## config.mk

```make
export PLATFORM = sky130hd
export DESIGN_NAME = sram_req_arbiter_flat
export DESIGN_NICKNAME = d
export VERILOG_FILES = /design/src/rtl/sram_req_arbiter_if.sv /design/src/rtl/sram_req_arbiter.sv /design/src/flat_wrapper.sv
export SDC_FILE = /design/constraint.sdc
export NUM_CORES = 1
export LEC_CHECK = 0
export ABC_AREA = 1
export CORE_AREA = 5 5 121 123
export CTS_CLUSTER_SIZE = 20
export DETAILED_ROUTE_END_ITERATION = 10
export DIE_AREA = 0 0 126 128
export PLACE_DENSITY = 0.59
export SKIP_CTS_REPAIR_TIMING = 1
export SLEW_MARGIN = 5
export SYNTH_ARGS = -nofsm -noshare
export SYNTH_HDL_FRONTEND = slang
export SYNTH_SLANG_ARGS = --single-unit
```

## constraint.sdc

```tcl
create_clock -name clk -period 2 [get_ports clk]
set_input_delay 0.4 -clock clk [delete_from_list [all_inputs] [get_ports clk]]
set_output_delay 0.4 -clock clk [all_outputs]
set_load 0.02 [all_outputs]
```

## src/rtl/sram_req_arbiter_if.sv

```systemverilog
// SRAM-like request/response bundle: one instance per pipeline side and one toward the bridge.
// The master drives the request fields; the slave answers with addr_ok/data_ok/rdata.
interface sram_req_arbiter_if;
   logic        req;
   logic        wr;
   logic [1:0]  size;
   logic [31:0] addr;
   logic [3:0]  wstrb;
   logic [31:0] wdata;
   logic        addr_ok;
   logic        data_ok;
   logic [31:0] rdata;

   modport master (
      output req, wr, size, addr, wstrb, wdata,
      input  addr_ok, data_ok, rdata
   );

   modport slave (
      input  req, wr, size, addr, wstrb, wdata,
      output addr_ok, data_ok, rdata
   );
endinterface

```

## src/rtl/sram_req_arbiter.sv

```systemverilog
// Shares one SRAM-like port between fetch and data requesters; an owner FIFO
// tags each accepted transaction so responses return to their issuer in order.
module sram_req_arbiter #(
   parameter int DEPTH = 2
) (
   input  logic               clk,
   input  logic               resetn,
   sram_req_arbiter_if.slave  inst,
   sram_req_arbiter_if.slave  data,
   sram_req_arbiter_if.master m,
   output logic               resp_err
);
   localparam int PW = $clog2(DEPTH);
   localparam int CW = PW + 1;

   logic          owner_mem [DEPTH];
   logic [PW-1:0] wr_ptr_reg;
   logic [PW-1:0] rd_ptr_reg;
   logic [CW-1:0] count_reg;
   logic          hold_valid_reg;
   logic          hold_owner_reg;
   logic          resp_err_reg;

   logic full;
   logic empty;
   logic gnt_valid;
   logic gnt_owner;
   logic gnt_req;
   logic push;
   logic pop;
   logic head;

   assign full  = (count_reg == CW'(DEPTH));
   assign empty = (count_reg == '0);

   // A presented-but-unaccepted request pins the grant until the bridge takes it.
   always_comb begin
      gnt_valid = 1'b0;
      gnt_owner = 1'b0;
      if (hold_valid_reg) begin
         gnt_valid = 1'b1;
         gnt_owner = hold_owner_reg;
      end else if (data.req) begin
         gnt_valid = 1'b1;
         gnt_owner = 1'b1;
      end else if (inst.req) begin
         gnt_valid = 1'b1;
         gnt_owner = 1'b0;
      end
   end

   assign gnt_req = gnt_valid & (gnt_owner ? data.req : inst.req);
   // Deliberately independent of m.data_ok: a same-cycle pop does not unblock full.
   assign m.req   = gnt_req & ~full & resetn;

   always_comb begin
      m.wr    = 1'b0;
      m.size  = '0;
      m.addr  = '0;
      m.wstrb = '0;
      m.wdata = '0;
      if (gnt_valid) begin
         if (gnt_owner) begin
            m.wr    = data.wr;
            m.size  = data.size;
            m.addr  = data.addr;
            m.wstrb = data.wstrb;
            m.wdata = data.wdata;
         end else begin
            m.wr    = inst.wr;
            m.size  = inst.size;
            m.addr  = inst.addr;
            m.wstrb = inst.wstrb;
            m.wdata = inst.wdata;
         end
      end
   end

   assign push = m.req & m.addr_ok;
   assign pop  = m.data_ok & ~empty;
   assign head = owner_mem[rd_ptr_reg];

   assign inst.addr_ok = push & gnt_valid & ~gnt_owner;
   assign data.addr_ok = push & gnt_valid & gnt_owner;
   assign inst.data_ok = pop & ~head;
   assign data.data_ok = pop & head;
   assign inst.rdata   = m.rdata;
   assign data.rdata   = m.rdata;
   assign resp_err     = resp_err_reg;

   always_ff @(posedge clk or negedge resetn) begin
      if (!resetn) begin
         wr_ptr_reg     <= '0;
         rd_ptr_reg     <= '0;
         count_reg      <= '0;
         hold_valid_reg <= 1'b0;
         hold_owner_reg <= 1'b0;
         resp_err_reg   <= 1'b0;
      end else begin
         if (push) begin
            wr_ptr_reg <= wr_ptr_reg + PW'(1);
         end
         if (pop) begin
            rd_ptr_reg <= rd_ptr_reg + PW'(1);
         end
         case ({push, pop})
            2'b10:   count_reg <= count_reg + CW'(1);
            2'b01:   count_reg <= count_reg - CW'(1);
            default: count_reg <= count_reg;
         endcase
         if (push) begin
            hold_valid_reg <= 1'b0;
         end else if (m.req) begin
            hold_valid_reg <= 1'b1;
            hold_owner_reg <= gnt_owner;
         end
         if (m.data_ok && empty) begin
            resp_err_reg <= 1'b1;
         end
      end
   end

   // Owner storage needs no reset: entries are only read while count is nonzero.
   always_ff @(posedge clk) begin
      if (push) begin
         owner_mem[wr_ptr_reg] <= gnt_owner;
      end
   end
endmodule

```

## src/flat_wrapper.sv

```systemverilog
// flat-port wrapper written by rule: the top's interface ports become plain ports
module sram_req_arbiter_flat 
#(
   parameter int DEPTH = 2
)
  (clk, resetn, resp_err, inst_req, inst_wr, inst_size, inst_addr, inst_wstrb, inst_wdata, inst_addr_ok, inst_data_ok, inst_rdata, data_req, data_wr, data_size, data_addr, data_wstrb, data_wdata, data_addr_ok, data_data_ok, data_rdata, m_req, m_wr, m_size, m_addr, m_wstrb, m_wdata, m_addr_ok, m_data_ok, m_rdata);
  sram_req_arbiter_if inst_i ();
  sram_req_arbiter_if data_i ();
  sram_req_arbiter_if m_i ();
  input  logic clk;
  input  logic resetn;
  output logic resp_err;
  input wire logic [$bits(inst_i.req)-1:0] inst_req;
  input wire logic [$bits(inst_i.wr)-1:0] inst_wr;
  input wire logic [$bits(inst_i.size)-1:0] inst_size;
  input wire logic [$bits(inst_i.addr)-1:0] inst_addr;
  input wire logic [$bits(inst_i.wstrb)-1:0] inst_wstrb;
  input wire logic [$bits(inst_i.wdata)-1:0] inst_wdata;
  output wire logic [$bits(inst_i.addr_ok)-1:0] inst_addr_ok;
  output wire logic [$bits(inst_i.data_ok)-1:0] inst_data_ok;
  output wire logic [$bits(inst_i.rdata)-1:0] inst_rdata;
  input wire logic [$bits(data_i.req)-1:0] data_req;
  input wire logic [$bits(data_i.wr)-1:0] data_wr;
  input wire logic [$bits(data_i.size)-1:0] data_size;
  input wire logic [$bits(data_i.addr)-1:0] data_addr;
  input wire logic [$bits(data_i.wstrb)-1:0] data_wstrb;
  input wire logic [$bits(data_i.wdata)-1:0] data_wdata;
  output wire logic [$bits(data_i.addr_ok)-1:0] data_addr_ok;
  output wire logic [$bits(data_i.data_ok)-1:0] data_data_ok;
  output wire logic [$bits(data_i.rdata)-1:0] data_rdata;
  output wire logic [$bits(m_i.req)-1:0] m_req;
  output wire logic [$bits(m_i.wr)-1:0] m_wr;
  output wire logic [$bits(m_i.size)-1:0] m_size;
  output wire logic [$bits(m_i.addr)-1:0] m_addr;
  output wire logic [$bits(m_i.wstrb)-1:0] m_wstrb;
  output wire logic [$bits(m_i.wdata)-1:0] m_wdata;
  input wire logic [$bits(m_i.addr_ok)-1:0] m_addr_ok;
  input wire logic [$bits(m_i.data_ok)-1:0] m_data_ok;
  input wire logic [$bits(m_i.rdata)-1:0] m_rdata;
  assign inst_i.req = inst_req;
  assign inst_i.wr = inst_wr;
  assign inst_i.size = inst_size;
  assign inst_i.addr = inst_addr;
  assign inst_i.wstrb = inst_wstrb;
  assign inst_i.wdata = inst_wdata;
  assign inst_addr_ok = inst_i.addr_ok;
  assign inst_data_ok = inst_i.data_ok;
  assign inst_rdata = inst_i.rdata;
  assign data_i.req = data_req;
  assign data_i.wr = data_wr;
  assign data_i.size = data_size;
  assign data_i.addr = data_addr;
  assign data_i.wstrb = data_wstrb;
  assign data_i.wdata = data_wdata;
  assign data_addr_ok = data_i.addr_ok;
  assign data_data_ok = data_i.data_ok;
  assign data_rdata = data_i.rdata;
  assign m_req = m_i.req;
  assign m_wr = m_i.wr;
  assign m_size = m_i.size;
  assign m_addr = m_i.addr;
  assign m_wstrb = m_i.wstrb;
  assign m_wdata = m_i.wdata;
  assign m_i.addr_ok = m_addr_ok;
  assign m_i.data_ok = m_data_ok;
  assign m_i.rdata = m_rdata;
  sram_req_arbiter #(.DEPTH(DEPTH)) u_core (.clk(clk), .resetn(resetn), .inst(inst_i), .data(data_i), .m(m_i), .resp_err(resp_err));
endmodule
```

# After elaboration in Yosys (flattened, before gate mapping)
# Memory sizes are Yosys's and may differ from the RTL's.
# Index checks and enable logic that the tools add are counted.
# Widths: inputs -> output; s select.
[classes] add_sub_neg=4 muxes=21 bitwise_logic=15 reduce_logical=5 eq_ne=3
[ops] op="$mux 32" n=4
[ops] op="$mux 1" n=12
[ops] op="$and 1x1->1" n=10
[ops] op="$mux 4" n=2
[ops] op="$not 1->1" n=5
[ops] op="$eq 2x2->1 const B" n=2
[ops] op="$mux 2" n=2
[ops] op="$pmux 2 s2" n=1
[ops] op="$reduce_bool 2->1" n=2
[ops] op="$add 1x1->1 const B" n=2
[ops] op="$add 2x1->2 const B" n=1
[ops] op="$eq 2x1->1 const B" n=1
[ops] op="$logic_not 2->1" n=1
[ops] op="$reduce_and 2->1" n=1
[ops] op="$sub 2x1->2 const B" n=1
[ops] op="$logic_and 1x1->1" n=1
[totals] inputBits=180 mem_bits_rw=2 output_inout_bits=141 regBits=7 memories=1
[mem_list] memory="u_core.owner_mem" depth=2 width=1 read_ports=1 rd_ports_with_merged_regs=0 wr=1 line="sram_req_arbiter.sv:16" source="logic owner_mem [DEPTH];"

# Longest topological paths before layout
# Gate-level depths: netlist of run 1.
[depth] word_depth=9 ltp_mapped=9

# Worst setup path before layout of run 1
# OpenSTA, ideal clock, no wires.
[synth_path] kind="flip-flop to flip-flop" start="register u_core.hold_valid_reg" end="register u_core.count_reg[1]" arrival_ns=1.456 setup_ns=0.131 slack_ns=0.413 path_buffers=0 path_stages_with_launch=9 synth_period_minus_slack_ns=1.587 cell_sequence="dfrtp_1 > nand2_1 > nand3_1 > nand2_1 > nand3_2 > ha_1 > a21oi_1 > o21ai_0 > xor2_1"
[synth_via] elab_chain_len=8 word_cells_on_any_way=11 cone_classes="eq/ne: 2; mux: 4; bitwise: 4; reduce/logical: 1"
[synth_rtl] item="start: declaration" line="sram_req_arbiter.sv:20" source="logic hold_valid_reg;"
[synth_rtl] item="start signal: assignment" line="sram_req_arbiter.sv:96" source="hold_valid_reg <= 1'b0;"
[synth_rtl] item="start signal: assignment" line="sram_req_arbiter.sv:112" source="hold_valid_reg <= 1'b0;"
[synth_rtl] item="start signal: assignment" line="sram_req_arbiter.sv:114" source="hold_valid_reg <= 1'b1;"
[synth_rtl] item="$mux 1" line="sram_req_arbiter.sv:40" source="if (hold_valid_reg) begin"
[synth_rtl] item="$mux 1" line="sram_req_arbiter.sv:52" source="assign gnt_req = gnt_valid & (gnt_owner ? data.req : inst.req);"
[synth_rtl] item="$and 1x1->1 (*)" line="sram_req_arbiter.sv:52"
[synth_rtl] item="$and 1x1->1 (*) (2 in series)" line="sram_req_arbiter.sv:54" source="assign m.req = gnt_req & ~full & resetn;"
[synth_rtl] item="$and 1x1->1 (*)" line="sram_req_arbiter.sv:79" source="assign push = m.req & m.addr_ok;"
[synth_rtl] item="$eq 2x1->1 or $eq 2x2->1 (tied branches)" line="sram_req_arbiter.sv:106" source="case ({push, pop})"
[synth_rtl] item="$pmux 2 s2 or $reduce_bool 2->1 (tied branches)"
[synth_rtl] item="end signal: assignment" line="sram_req_arbiter.sv:107" source="2'b10: count_reg <= count_reg + CW'(1);"
[synth_rtl] item="end signal: assignment" line="sram_req_arbiter.sv:108" source="2'b01: count_reg <= count_reg - CW'(1);"
[synth_rtl] item="end signal: assignment" line="sram_req_arbiter.sv:109" source="default: count_reg <= count_reg;"
[synth_rtl] item="end: declaration" line="sram_req_arbiter.sv:19" source="logic [CW-1:0] count_reg;"
# Mark *: on every way between the ends. The rest lies on a longest branch, timed or not.
# A chain may end at the register's enable or synchronous reset.

# Worst setup path after layout of run 1
[layout_path] start="register u_core.hold_valid_reg" end="output m_wdata[5]"
[layout_via] elab_chain_len=3 word_cells_on_any_way=4 cone_classes="mux: 4"
[layout_rtl] item="$mux 1" line="sram_req_arbiter.sv:40"
[layout_rtl] item="$mux 32" line="sram_req_arbiter.sv:63" source="if (gnt_owner) begin"
[layout_rtl] item="$mux 32 (*)" line="sram_req_arbiter.sv:62" source="if (gnt_valid) begin"
[layout_rtl] item="end: declaration" line="flat_wrapper.sv:36" source="output wire logic [$bits(m_i.wdata)-1:0] m_wdata;"
# Marks and branches as above.

==> results of run 1 <==
## report_power, final
group	switching, mW	internal [mW]
clock network	0.0930	0.267
logic	2.13	1.48
registers	0.0505	0.262
total	2.27	2.01
## cells in the final DEF, fill, tap and decap left out, drive strengths merged
master           n
clkdlybuf4s50  146
xnor2            2
ha               1
mux2i            1
a31o             1
xor2             1
edfxtp           2
clkinv           1
nand4            2
nand2          154
buf             35
a21oi            2
clkbuf          73
and2             1
dfrtp            7
dlymetal6s2s     4
nor2             5
inv              9
nand3           74
o21ai            3
## kinds of logic (layout without fill, tap and decap cells)
group                    Yosys count  in the layout
AND/OR/NAND/NOR                  236            236
flip-flops                         9              9
adder cells (fa/ha/maj)            1              1
multiplexers                       1              1
AO/OA/AOI/OAI                      6              6
buffers and inverters             96            268
XOR/XNOR                           3              3
## routing by layer
| metal | global-route usage | vias to the layer above | part of all wire | wire, um |
|---|---|---|---|---|
| li1 | - | 1396 | - | - |
| met1 | 0.0984 | 1245 | 0.36 | 3710 |
| met2 | 0.172 | 212 | 0.47 | 4790 |
| met3 | 0.0496 | 31 | 0.13 | 1360 |
| met4 | 0.0549 | 0 | 0.037 | 379 |
| met5 | 0 | - | 0 | 0 |
## area by class of cell
class,count,share of cell area
Multi-Input combinational cell,247,0.284
Tap cell,180,0.0560
Timing Repair Buffer,254,0.569
Sequential cell,9,0.0584
Inverter,10,0.0124
Clock buffer,4,0.0196
## through the flow
stage	setup WS (ns)	TNS, ns	cells
global placement	-0.594	-39.91	692
CTS	-0.659	-42.72	696
detailed placement	-0.655	-42.69	692
global route	-0.0129	-0.0391	704
finish	0.0511	0	704
floorplan	0.413	0	352
## worst max path at each step
stage                                            from                              end  slack, ns  cells past startpoint
floorplan           u_core.hold_valid_reg$_DFFE_PN0P_  u_core.count_reg[1]$_DFFE_PN0P_       0.41                      8
global placement                             data_req                        m_size[1]      -0.59                      8
detailed placement                           data_req                       m_addr[15]      -0.66                      8
CTS                                          data_req                       m_addr[15]      -0.66                      8
global route        u_core.hold_valid_reg$_DFFE_PN0P_                      m_wdata[30]      -0.01                      8
finish              u_core.hold_valid_reg$_DFFE_PN0P_                       m_wdata[5]       0.05                      8
==> out/qor.yml, run 1 <==
path_cells: "inv_2, nand2_4, nand2_8, clkinv_8, clkbuf_16, nand3_1, nand2_2, buf_6"
die_y_um: 128
synth_seq_area_share: 0.118
routed_wl_um: 10200
clock-sinks: 9
fin_area_um2: 4030
synthFlopType: "dfrtp_1"
r2r-end: "u_core.count_reg[1]$_DFFE_PN0P_"
synth_xor_area_frac: 0.0132
multi_input_area_um2: 1140
critical_path.n_buffers_inverters: 4
grt_max_degree: 42
place_area_um2: 4060
crit_family: "buffers and inverters"
post_synth_mux_area_share: 0.00501
hp-class: "primary input to async pin"
worstSetupEndpointType: "output pin"
worstPathArrival_ns: 1.55
crit_type: "flip-flop to output pin"
root_buffer: "clkbuf_16"
yosysWarnings: 0
syn_inst: 352
floorplan.initialDensity: 0.147
cts_buffers: 3
yosysMostFrequentCell: "nand2_1"
vias: 2884
grt_pass1_wl_um: 13500
clock_latency_ns: 0.24
drive_above_1_share: 0.237
fillers: 1499
grt_pass1_vias: 2879
syn_avg_cell_area_um2: 5.67
synth_top_family_by_area: "simple AND/OR/NAND/NOR gates"
reg2reg_depth: 10
syn-cell-area_um2: 2000
antenna_cells: 0
area_growth_pct: 102
ant_nets: 0
drtIter0Drc: 65
wire_per_inst_um: 14.5
overflow: 0
cp_max_fo: 8
post-route-util: 0.297
layout_min_cycle_time_ns: 1.95
power.density_nw_per_um2: 1060
regArea_um2: 235
port_buffers: 224
slew_headroom: 0.783
netlist.area_leader.share: 0.286
antenna_found_initial: 0
die_w_um: 126
peakVddDrop_mv: 0.389
worst_setup_path_start_kind: "flip-flop"
syn_nets: 533
status: "completed"
async_flop_share: 0.778
cts_max_level: 1
synthSimpleGateAreaFrac: 0.499
fp.dieArea_um2: 16100
setup_viol: 0
maxCapViolations: 0
nets: 706
dpl.hpwl_um: 7590
synth_cell_types: 24
r2r_start: "u_core.hold_valid_reg$_DFFE_PN0P_"
tightest_slew_ns: 0.323
drc: 0
p_leak_nw: 2.07
core_area_um2: 13600
fmax_ghz: 0.513
synth_seq_cells: 9
synth-edff-count: 2
ys_top_cells_by_area: "nand2_1 29%, buf_4 25%, nand3_1 18%, dfrtp_1 8.8%, buf_6 3.9%"
skew_ns: 0.000398
period_share: 0.974
path_clk_slew_ns: 0.04
synth_compound_area_frac: 0.0188
final_hold_viol_count: 0
ios: 321
track_usage: 0.0999
finalPower_mw: 4.29
cp_data_required_time_ns: 1.60
viasPerCell: 4.10
synth_common_cells: "152 x nand2_1, 73 x nand3_1, 66 x buf_4"
cp_slowest_cell: "dfrtp_1"
synth_fa_ha_area_frac: 0.00627
gp_congestion: 0.891
cpPeakStageDelay_ns: 0.41
clk_path_buf_depth: 2
finalMaxSlewViolations: 0
rsz0062_at_grt: "yes"
dr.pass1.iters: 4
ff2ff_setup_slack_ns: 0.13
cts_tree: "built"
whs_ns: 0.467
num_rows: 43
yosys.area.top_type: "nand2_1"
Power figures use the tool's default switching activity.
==> run 2: changes to the inputs <==
--- a/config.mk
+++ b/config.mk
@@ -6,13 +6,14 @@
 export NUM_CORES = 1
 export LEC_CHECK = 0
 export ABC_AREA = 1
-export CORE_AREA = 5 5 121 123
+export CORE_AREA = 2 2 125 127
 export CTS_CLUSTER_SIZE = 20
 export DETAILED_ROUTE_END_ITERATION = 10
-export DIE_AREA = 0 0 126 128
-export PLACE_DENSITY = 0.59
+export DIE_AREA = 0 0 127 129
+export PLACE_DENSITY = 0.54
 export SKIP_CTS_REPAIR_TIMING = 1
 export SLEW_MARGIN = 5
 export SYNTH_ARGS = -nofsm -noshare
 export SYNTH_HDL_FRONTEND = slang
 export SYNTH_SLANG_ARGS = --single-unit
+export TNS_END_PERCENT = 100
==> run 2 against run 1 <==
Net effect: first-iteration DRC count is 28% higher; non-clock buffer count is 5 lower; combinational power is 2% lower; worst setup slack worse by 0.0032 ns; cell count is 0.43% higher; core utilization is 3.0 points lower; clock skew hardly changed; critical path type unchanged; die area is 1.6% higher.
==> out/qor.yml, run 2 (synthesized netlist as in run 1, its figures left out) <==
peakVddDrop_mv: 0.412  # was 0.389 mV
port_buffers: 224  # unchanged
clk_path_buf_depth: 2  # unchanged
grt_pass1_wl_um: 12800  # was 13500 um
die_y_um: 129  # was 128 um
cts_tree: "built"  # unchanged
dpl.hpwl_um: 7060  # was 7590 um
worst_setup_path_start_kind: "flip-flop"  # unchanged
antenna_cells: 0  # unchanged
layout_min_cycle_time_ns: 1.95  # about the same
slew_headroom: 0.813  # was 0.783
fp.dieArea_um2: 16400  # was 16100 um2
worstSetupEndpointType: "output pin"  # unchanged
gp_congestion: 0.724  # was 0.891
wire_per_inst_um: 13.9  # was 14.5 um
num_rows: 45  # was 43
cpPeakStageDelay_ns: 0.38  # was 0.41 ns
period_share: 0.976  # was 0.974
dp_cells: 696  # was 692
fmax_ghz: 0.512  # was 0.513 GHz
track_usage: 0.0939  # was 0.0999
reg2reg_depth: 10  # unchanged
floorplan.initialDensity: 0.133  # was 0.147
dr.pass1.iters: 4  # unchanged
drtIter0Drc: 83  # was 65
p_sw_frac: 0.529  # was 0.531
hp-class: "flip-flop to flip-flop"  # was primary input to async pin
drive_above_1_share: 0.212  # was 0.237
worstPathArrival_ns: 1.55  # about the same
whs_ns: 0.473  # was 0.467 ns
finalMaxSlewViolations: 0  # unchanged
ant_nets: 0  # unchanged
power.density_nw_per_um2: 1050  # was 1060 nW/um2
setup_viol: 0  # unchanged
area_growth_pct: 99.8  # was 102%
cp_data_required_time_ns: 1.60  # about the same
vias: 2889  # was 2884
status: "completed"  # unchanged
cp_max_fo: 14  # was 8
clock_latency_ns: 0.23  # was 0.24 ns
core_area_um2: 15000  # was 13600 um2
overflow: 0  # unchanged
routed_wl_um: 9820  # was 10200 um
p_clk_frac: 0.083  # was 0.084
hold_path_depth: 2
hold_end: "u_core.wr_ptr_reg$_DFFE_PN0N_"
tightest_slew_ns: 0.278  # was 0.323 ns
grt_max_degree: 42  # unchanged
power_switching_mw: 2.22  # was 2.27 mW
p_leak_nw: 2.08  # was 2.07 nW
ff2ff_setup_slack_ns: 0.21  # was 0.13 ns
crit_family: "buffers and inverters"  # unchanged
path_cells: "inv_2, nand2_2, nand2_8, inv_8, clkbuf_16, nand3_1, nand2_1, clkbuf_2"  # was inv_2, nand2_4, nand2_8, clkinv_8, clkbuf_16, nand3_1, nand2_2, buf_6
clock-sinks: 9  # unchanged
antenna_found_initial: 0  # unchanged
r2r-end: "u_core.count_reg[1]$_DFFE_PN0P_"  # unchanged
layout_commonest_cell: "nand2_1"  # was clkdlybuf4s50_1
nets: 701  # was 706
critical_path.n_buffers_inverters: 4  # unchanged
final_cell_mix: "150 x nand2_1, 146 x clkdlybuf4s50_1, 72 x nand3_1"  # was 146 x clkdlybuf4s50_1, 145 x nand2_1, 71 x nand3_1
viasPerCell: 4.09  # was 4.10
cp_slowest_cell: "dfrtp_1"  # unchanged
cts_max_level: 1  # unchanged
stdcell_count: 707  # was 704
grt_pass1_vias: 2752  # was 2879
power_frac_seq: 0.074  # was 0.073
r2r_start: "u_core.hold_valid_reg$_DFFE_PN0P_"  # unchanged
path_clk_slew_ns: 0.04  # about the same
crit_type: "flip-flop to output pin"  # unchanged
final_hold_viol_count: 0  # unchanged
maxCapViolations: 0  # unchanged
root_buffer: "clkbuf_16"  # unchanged
drc: 0  # unchanged
p_int_mw: 1.98  # was 2.01 mW
skew_ns: 0.000812  # was 0.000398 ns
p_comb_frac: 0.843  # about the same
ios: 321  # unchanged
worstHoldStart: "u_core.wr_ptr_reg$_DFFE_PN0N_"
fillers: 1702  # was 1499
cts_buffers: 3  # unchanged
die_w_um: 127  # was 126 um
-- run 2: changes by cell type in the layout (fill, tap and decap cells not counted), moves of 3 or more --
| cell | previous run | this run |
|---|---|---|
| dlymetal6s2s_1 | 4 | 7 |
| clkbuf_2 | 65 | 62 |
| buf_6 | 5 | 0 |
| nand2_2 | 6 | 2 |
| nand2_1 | 145 | 150 |
-- run 2: how the worst max path moves through the flow --
stage / endpoint / cells past startpoint / startpoint / slack [ns]
floorplan: u_core.count_reg[1]$_DFFE_PN0P_ / 8 / u_core.hold_valid_reg$_DFFE_PN0P_ / 0.41
global placement: m_addr[22] / 8 / data_req / -0.57
detailed placement: m_addr[22] / 7 / data_req / -0.61
CTS: m_addr[22] / 7 / data_req / -0.62
global route: m_addr[20] / 8 / u_core.hold_valid_reg$_DFFE_PN0P_ / -0.01
finish: m_addr[20] / 8 / u_core.hold_valid_reg$_DFFE_PN0P_ / 0.05
-- run 2: through the flow --
step                      TNS (ns)  instance area, um2  power, mW  utilization  setup slack [ns]
final                            0                3990       4.19        0.266            0.0480
after global routing        -0.136                3990       4.51        0.266           -0.0114
after CTS                   -41.26                4130       4.44        0.276            -0.617
after detailed placement    -41.06                4050       4.06        0.270            -0.612
after global placement      -39.00                4050       4.02        0.270            -0.573
after floorplan                  0                2000       2.45            -             0.413
-- run 2: power by group through the flow --
stage | logic [mW] | registers, mW | clock network, mW
2_1_floorplan | 2.15 | 0.307 | 0
3_3_place_gp | 3.72 | 0.305 | 0
3_5_place_dp | 3.75 | 0.309 | 0
4_1_cts | 3.77 | 0.307 | 0.361
5_1_grt | 3.82 | 0.319 | 0.372
6_report | 3.54 | 0.309 | 0.350
-- run 2: final cells by class --
cell class	count	area, um2	share of cell area
clock buffer	4	78.8	0.0198
inverter	10	45.0	0.0113
multi-input combinational	247	1120	0.282
sequential	9	235	0.0590
tap	188	235	0.0590
timing repair buffer	249	2270	0.569
-- run 2: per-layer routing --
layer,vias up,global-route usage,routed length (um)
met5,-,0,0
met4,0,0.0297,225
met3,31,0.0474,1290
met2,196,0.165,4840
met1,1277,0.0982,3460
li1,1385,-,-
-- run 2: worst min-delay path: stages, from the launching register on --
cell	delay, ns
dfrtp_1	0.34
nand2_1	0.05
nand2_1	0.04
==> run 3: changes to the inputs <==
--- a/config.mk
+++ b/config.mk
@@ -10,6 +10,7 @@
 export CTS_CLUSTER_SIZE = 20
 export DETAILED_ROUTE_END_ITERATION = 10
 export DIE_AREA = 0 0 127 129
+export HOLD_SLACK_MARGIN = 0.12
 export PLACE_DENSITY = 0.54
 export SKIP_CTS_REPAIR_TIMING = 1
 export SLEW_MARGIN = 5
==> results of run 3 <==
The final DEF is identical to that of run 2; final timing and power are the same.
